### config.mk
export PLATFORM = sky130hd
export DESIGN_NAME = fetch_stage
export DESIGN_NICKNAME = d
export VERILOG_FILES = /design/src/rtl/fetch_stage.sv
export SDC_FILE = /design/constraint.sdc
export NUM_CORES = 1
export LEC_CHECK = 0
export CORE_MARGIN = 3
export CORE_UTILIZATION = 50
export CTS_CLUSTER_SIZE = 10
export DETAILED_ROUTE_END_ITERATION = 16
export PLACE_DENSITY = 0.81
export SYNTH_ARGS = -nofsm -noshare
export SYNTH_HDL_FRONTEND = slang
export SYNTH_SLANG_ARGS = --single-unit
### constraint.sdc
create_clock -name clk -period 2.2 [get_ports clk]
set_input_delay 0.44 -clock clk [delete_from_list [all_inputs] [get_ports clk]]
set_output_delay 0.44 -clock clk [all_outputs]
set_load 0.05 [all_outputs]
### src/rtl/fetch_stage.sv
`default_nettype none
// ============================================================================
// Module   : fetch_stage
// Brief    : IF stage of the 5-stage MIPS pipeline. Owns the PC, issues one
//            instruction request at a time, buffers a word across decode
//            stalls and applies delay-slot-correct redirects.
// Revision : 1.0 - initial release
// ============================================================================
module fetch_stage #(
    parameter logic [31:0] RESET_PC = 32'hbfc0_0000
) (
    input  logic        clk,
    input  logic        reset,
    input  logic        D_st,
    input  logic        ifj,
    input  logic [31:0] pc_decode,
    output logic        ireq_valid,
    output logic [31:0] ireq_addr,
    input  logic        iresp_ok,
    input  logic [31:0] iresp_data,
    output logic        D_valid,
    output logic [31:0] D_pc,
    output logic [31:0] D_imp,
    output logic        D_adel
);

    typedef enum logic [1:0] {
        S_IDLE  = 2'd0,
        S_FETCH = 2'd1,
        S_HOLD  = 2'd2
    } state_t;

    state_t      r_state;
    state_t      w_state_nxt;
    logic [31:0] r_pc;
    logic [31:0] r_buf;
    logic [31:0] r_redir_pc;
    logic        r_redir_v;
    logic        r_d_valid;
    logic [31:0] r_d_pc;
    logic [31:0] r_d_imp;
    logic        r_d_adel;

    logic        w_misalign;
    logic        w_ifj_now;
    logic        w_fetch_done;
    logic        w_handoff;
    logic [31:0] w_word;
    logic [31:0] w_hand_word;
    logic [31:0] w_tgt;

    // A misaligned PC never reaches the bus; it completes at once with word 0.
    assign w_misalign   = (r_pc[1:0] != 2'b00);
    assign w_ifj_now    = ifj & ~D_st;
    assign w_fetch_done = (r_state == S_FETCH) & (w_misalign | iresp_ok);
    assign w_word       = w_misalign ? 32'h0000_0000 : iresp_data;
    assign w_handoff    = ~D_st & (w_fetch_done | (r_state == S_HOLD));
    assign w_hand_word  = (r_state == S_HOLD) ? r_buf : w_word;
    assign w_tgt        = w_ifj_now ? pc_decode :
                          (r_redir_v ? r_redir_pc : r_pc + 32'd4);

    assign ireq_valid = (r_state == S_FETCH) & ~w_misalign;
    assign ireq_addr  = r_pc;
    assign D_valid    = r_d_valid;
    assign D_pc       = r_d_pc;
    assign D_imp      = r_d_imp;
    assign D_adel     = r_d_adel;

    always_comb begin
        w_state_nxt = r_state;
        case (r_state)
            S_IDLE:  w_state_nxt = S_FETCH;
            S_FETCH: if (w_fetch_done) w_state_nxt = D_st ? S_HOLD : S_FETCH;
            S_HOLD:  if (!D_st) w_state_nxt = S_FETCH;
            default: w_state_nxt = S_IDLE;
        endcase
    end

    always_ff @(posedge clk) begin
        if (reset) begin
            r_state    <= S_IDLE;
            r_pc       <= RESET_PC;
            r_buf      <= 32'h0000_0000;
            r_redir_v  <= 1'b0;
            r_redir_pc <= 32'h0000_0000;
            r_d_valid  <= 1'b0;
            r_d_pc     <= 32'h0000_0000;
            r_d_imp    <= 32'h0000_0000;
            r_d_adel   <= 1'b0;
        end else begin
            r_state <= w_state_nxt;
            if (w_fetch_done && D_st) begin
                r_buf <= w_word;
            end
            if (w_handoff) begin
                r_pc      <= w_tgt;
                r_redir_v <= 1'b0;
                r_d_valid <= 1'b1;
                r_d_pc    <= r_pc;
                r_d_imp   <= w_hand_word;
                r_d_adel  <= w_misalign;
            end else begin
                // Delay slot still pending: remember the target until it hands off.
                if (w_ifj_now) begin
                    r_redir_v  <= 1'b1;
                    r_redir_pc <= pc_decode;
                end
                if (!D_st) begin
                    r_d_valid <= 1'b0;
                    r_d_pc    <= r_pc;
                    r_d_imp   <= 32'h0000_0000;
                    r_d_adel  <= 1'b0;
                end
            end
        end
    end

endmodule
`default_nettype wire

==> results by group <==
Finish
  – Fin cells: 1318
  – Most common cell after layout, fill and taps aside: nand2_1
  – Nets@finish: 1195
  – Filler cell count: approximately 1100
  – Layout cells sized above 1: 0.0896
  – Highest-count cells in the layout ignoring fill and taps: nand2_1 (212), dfxtp_1 (164), clkdlybuf4s50_1 (146)
  – Layout overhead on the synthesized area: 36.8%
  – Ant. Diodes: 0

Job
  – Max Cap Viol: 0

Floorplanning
  – Placeable Area: around 14000 um^2
  – Io pins: 168
  – Die ar.: around 16000 um^2
  – Overall die height: about 130 um
  – Die width: roughly 130 um
  – Num rows: between 40 and 50
  – Starting density of the core: 0.519

Routing
  – DRT Wirelength: 21600 um
  – Drt wl/cell: around 16 um
  – Iter 0 DRT Violations: 665
  – # DRC: 0
  – Vias: approximately 7500
  – Vias per cell: approximately 5.7
  – Antenna Nets Post-Route: 0
  – Pre-Repair DR Iteration Count: 6

STA
  – Final setup viols: 0
  – Fin. Hold Viols: 0
  – Final Skew: between 0.008 and 0.009 ns
  – Fin Setup TNS: 0 ns
  – Hold Slack: between 0.3 and 0.4 ns
  – Slew Viols, Final: 0
  – Slew HR: 0.632
  – Fmax: approximately 460 MHz
  – Tightest Pin Transition: roughly 0.55 ns
  – Final Cycle Share: 0.984
  – Min Tclk post-route: 2.16 ns
  – PnR worst setup slack: approximately 0.036 ns
  – RSZ-0062 raised after global routing: no

Power
  – Pwr dens: 752 nW/um^2
  – Max IR drop VDD: between 0.0005 and 0.0006 V
  – Leak Pwr: 3.92 nW
  – Design Power: 0.00756 W

Global routing
  – GRT Residual Overflow: 0
  – Initial antenna violation count: 0
  – Top Usage Layer GRT: met2
  – Grt met2 use: 0.446
  – First-pass GRT wire length: about 35000 um
  – GRT Overall Usage: 0.265
  – Largest net degree at the start of global routing: 41
  – Met3 usage: 0.0589
  – Vias in the first global route: about 7000
  – GR Util met1: 0.342

CTS
  – Num Clock Sinks: about 170
  – Worst skew pair latency: between 0.4 and 0.5 ns
  – Clock-pin slew on the worst setup and hold paths: roughly 0.07 ns
  – Cts hold-fix bufs: 0
  – Deepest clock path buffer count: 2
  – CTS Buf Count: 17
  – H-tree depth reported by CTS: 4
  – Clock tree root driver cell: clkbuf_16
  – CTS tree: built

Critical path
  – CP max stage cell: clkdlybuf4s50_1
  – CP required: approximately 1.8 ns
  – Max incr delay on CP: 0.85 ns
  – Reg-to-reg critical path startpoint: ireq_addr[10]
  – CP Capture Type: output port
  – Top delay family on crit path: buffers and inverters
  – Crit Path Class: register to output port
  – Crit path max fanout: 6
  – CP startpoint: ireq_addr[12]
  – Worst setup SP type: register
  – Buf+Inv Stages, Crit Path: 1
  – Worst Path Arrival: 1.72 ns
  – Chain of cells forming the critical path: clkdlybuf4s50_1

Placement
  – DP HPWL: 14500 um
  – Placed cells: about 1300
  – GP Congestion: just over 0.9
  – Place WS: -0.0183 ns
  – IO Port Bufs: approximately 170

Min path
  – Hold_sp: D_st
  – Hold Path Class: primary input to register

Logic synthesis
  – Ys Warns: 0
  – Post-synth EDFFs: 0
  – Post-synthesis sequential area ratio: 0.450
  – Area share of the largest cell type after synthesis: 0.450
  – Async SR Flop Fraction: 0
  – Mapped Nets: 1035
  – Avg Inst Size Synth: 7.61 um^2
  – Main flop type after synthesis: dfxtp_1
  – Top post-synthesis cells by area: dfxtp_1 (45%), nand2_1 (11%), a21oi_1 (8.6%)
  – Cell Area, Synth: 7350 um^2
  – Mapped Cells: about 970
  – Seq cells post-synth: between 150 and 200
  – Synth area leader: dfxtp_1
  – Post-synthesis cell type count: 57

Status
  – Status: finished, final reports clean
-- stage by stage --
step                       util  area [um^2]
after floorplan               -         7350
after global placement    0.665         9410
after detailed placement  0.665         9410
after CTS                 0.709        10000
after global routing      0.710        10100
final                     0.710        10100
-- logic make-up after synthesis --
group           count (synthesis)  synth area share
simple gates                  428             0.255
compound gates                241             0.188
flops                         165             0.450
buf+inv                        86            0.0468
mux                            34            0.0463
xor+xnor                       10            0.0119
fa+ha+maj                       1           0.00170
-- power by group --
part           internal [W]  switching [W]  total (W)  leakage, nW
registers           0.00311      0.0000890    0.00320         1.34
logic              0.000470       0.000736    0.00121         2.29
clock network       0.00191        0.00125    0.00315        0.296
-- synthesized netlist by cell type (3+ instances only) --
library cell  instances
a211oi_1              8
a31oi_1              15
and4_1                3
nor3_1               10
nand2_1             212
o211ai_1              5
a21o_1                4
o21ai_0              13
nand3_1              57
o311ai_1              5
dfxtp_1             165
nand4_1               6
buf_2                17
a32o_1                3
nor2b_1               7
mux2i_1              34
and2_1                4
xnor2_1               3
nor4_1                6
xor2_1                7
clkbuf_1             57
nor2_1               95
and3_1               11
o21ai_1              37
a21oi_1             126
o22ai_1               6
buf_1                 5
inv_1                 6
-- routing by layer --
metal	share of wire	vias up
met4	0.018	0
li1	-	3644
met1	0.43	3545
met2	0.49	308
met5	0	-
met3	0.065	30
-- state kept, by name (all words and copies together) (netlist names) --
name        flops
ireq_addr      32
r_redir_v       1
r_buf          32
D_valid         1
r_redir_pc     32
r_state         2
D_imp          32
D_adel          1
D_pc           32
-- layout make-up --
class	count	area (um^2)	share of cell area
Clock inverter	15	204	0.0203
Clock buffer	17	425	0.0423
Timing Repair Buffer	220	2140	0.213
Inverter	7	26.3	0.00261
Multi-Input combinational cell	714	3720	0.371
Sequential cell	165	3300	0.329
Tap cell	180	225	0.0224
-- path summary, 6_finish.rpt --
path | endpoint | slack [ns] | depth (start not counted)
max | ireq_addr[12] | 0.04 | 1
min reg2reg | D_imp[28] | 0.45 | 2
min | r_state[0] | 0.40 | 2
max reg2reg | ireq_addr[23] | 0.17 | 6
-- repair_timing --
item,in CTS,in global routing
gates cloned,0,0
pin swaps,0,0
setup endpoints to repair,9,8
endpoints found under the hold margin,0,0
setup buffers,0,0
resized for setup,9,8
No activity file was read; power rests on OpenSTA's default activity.
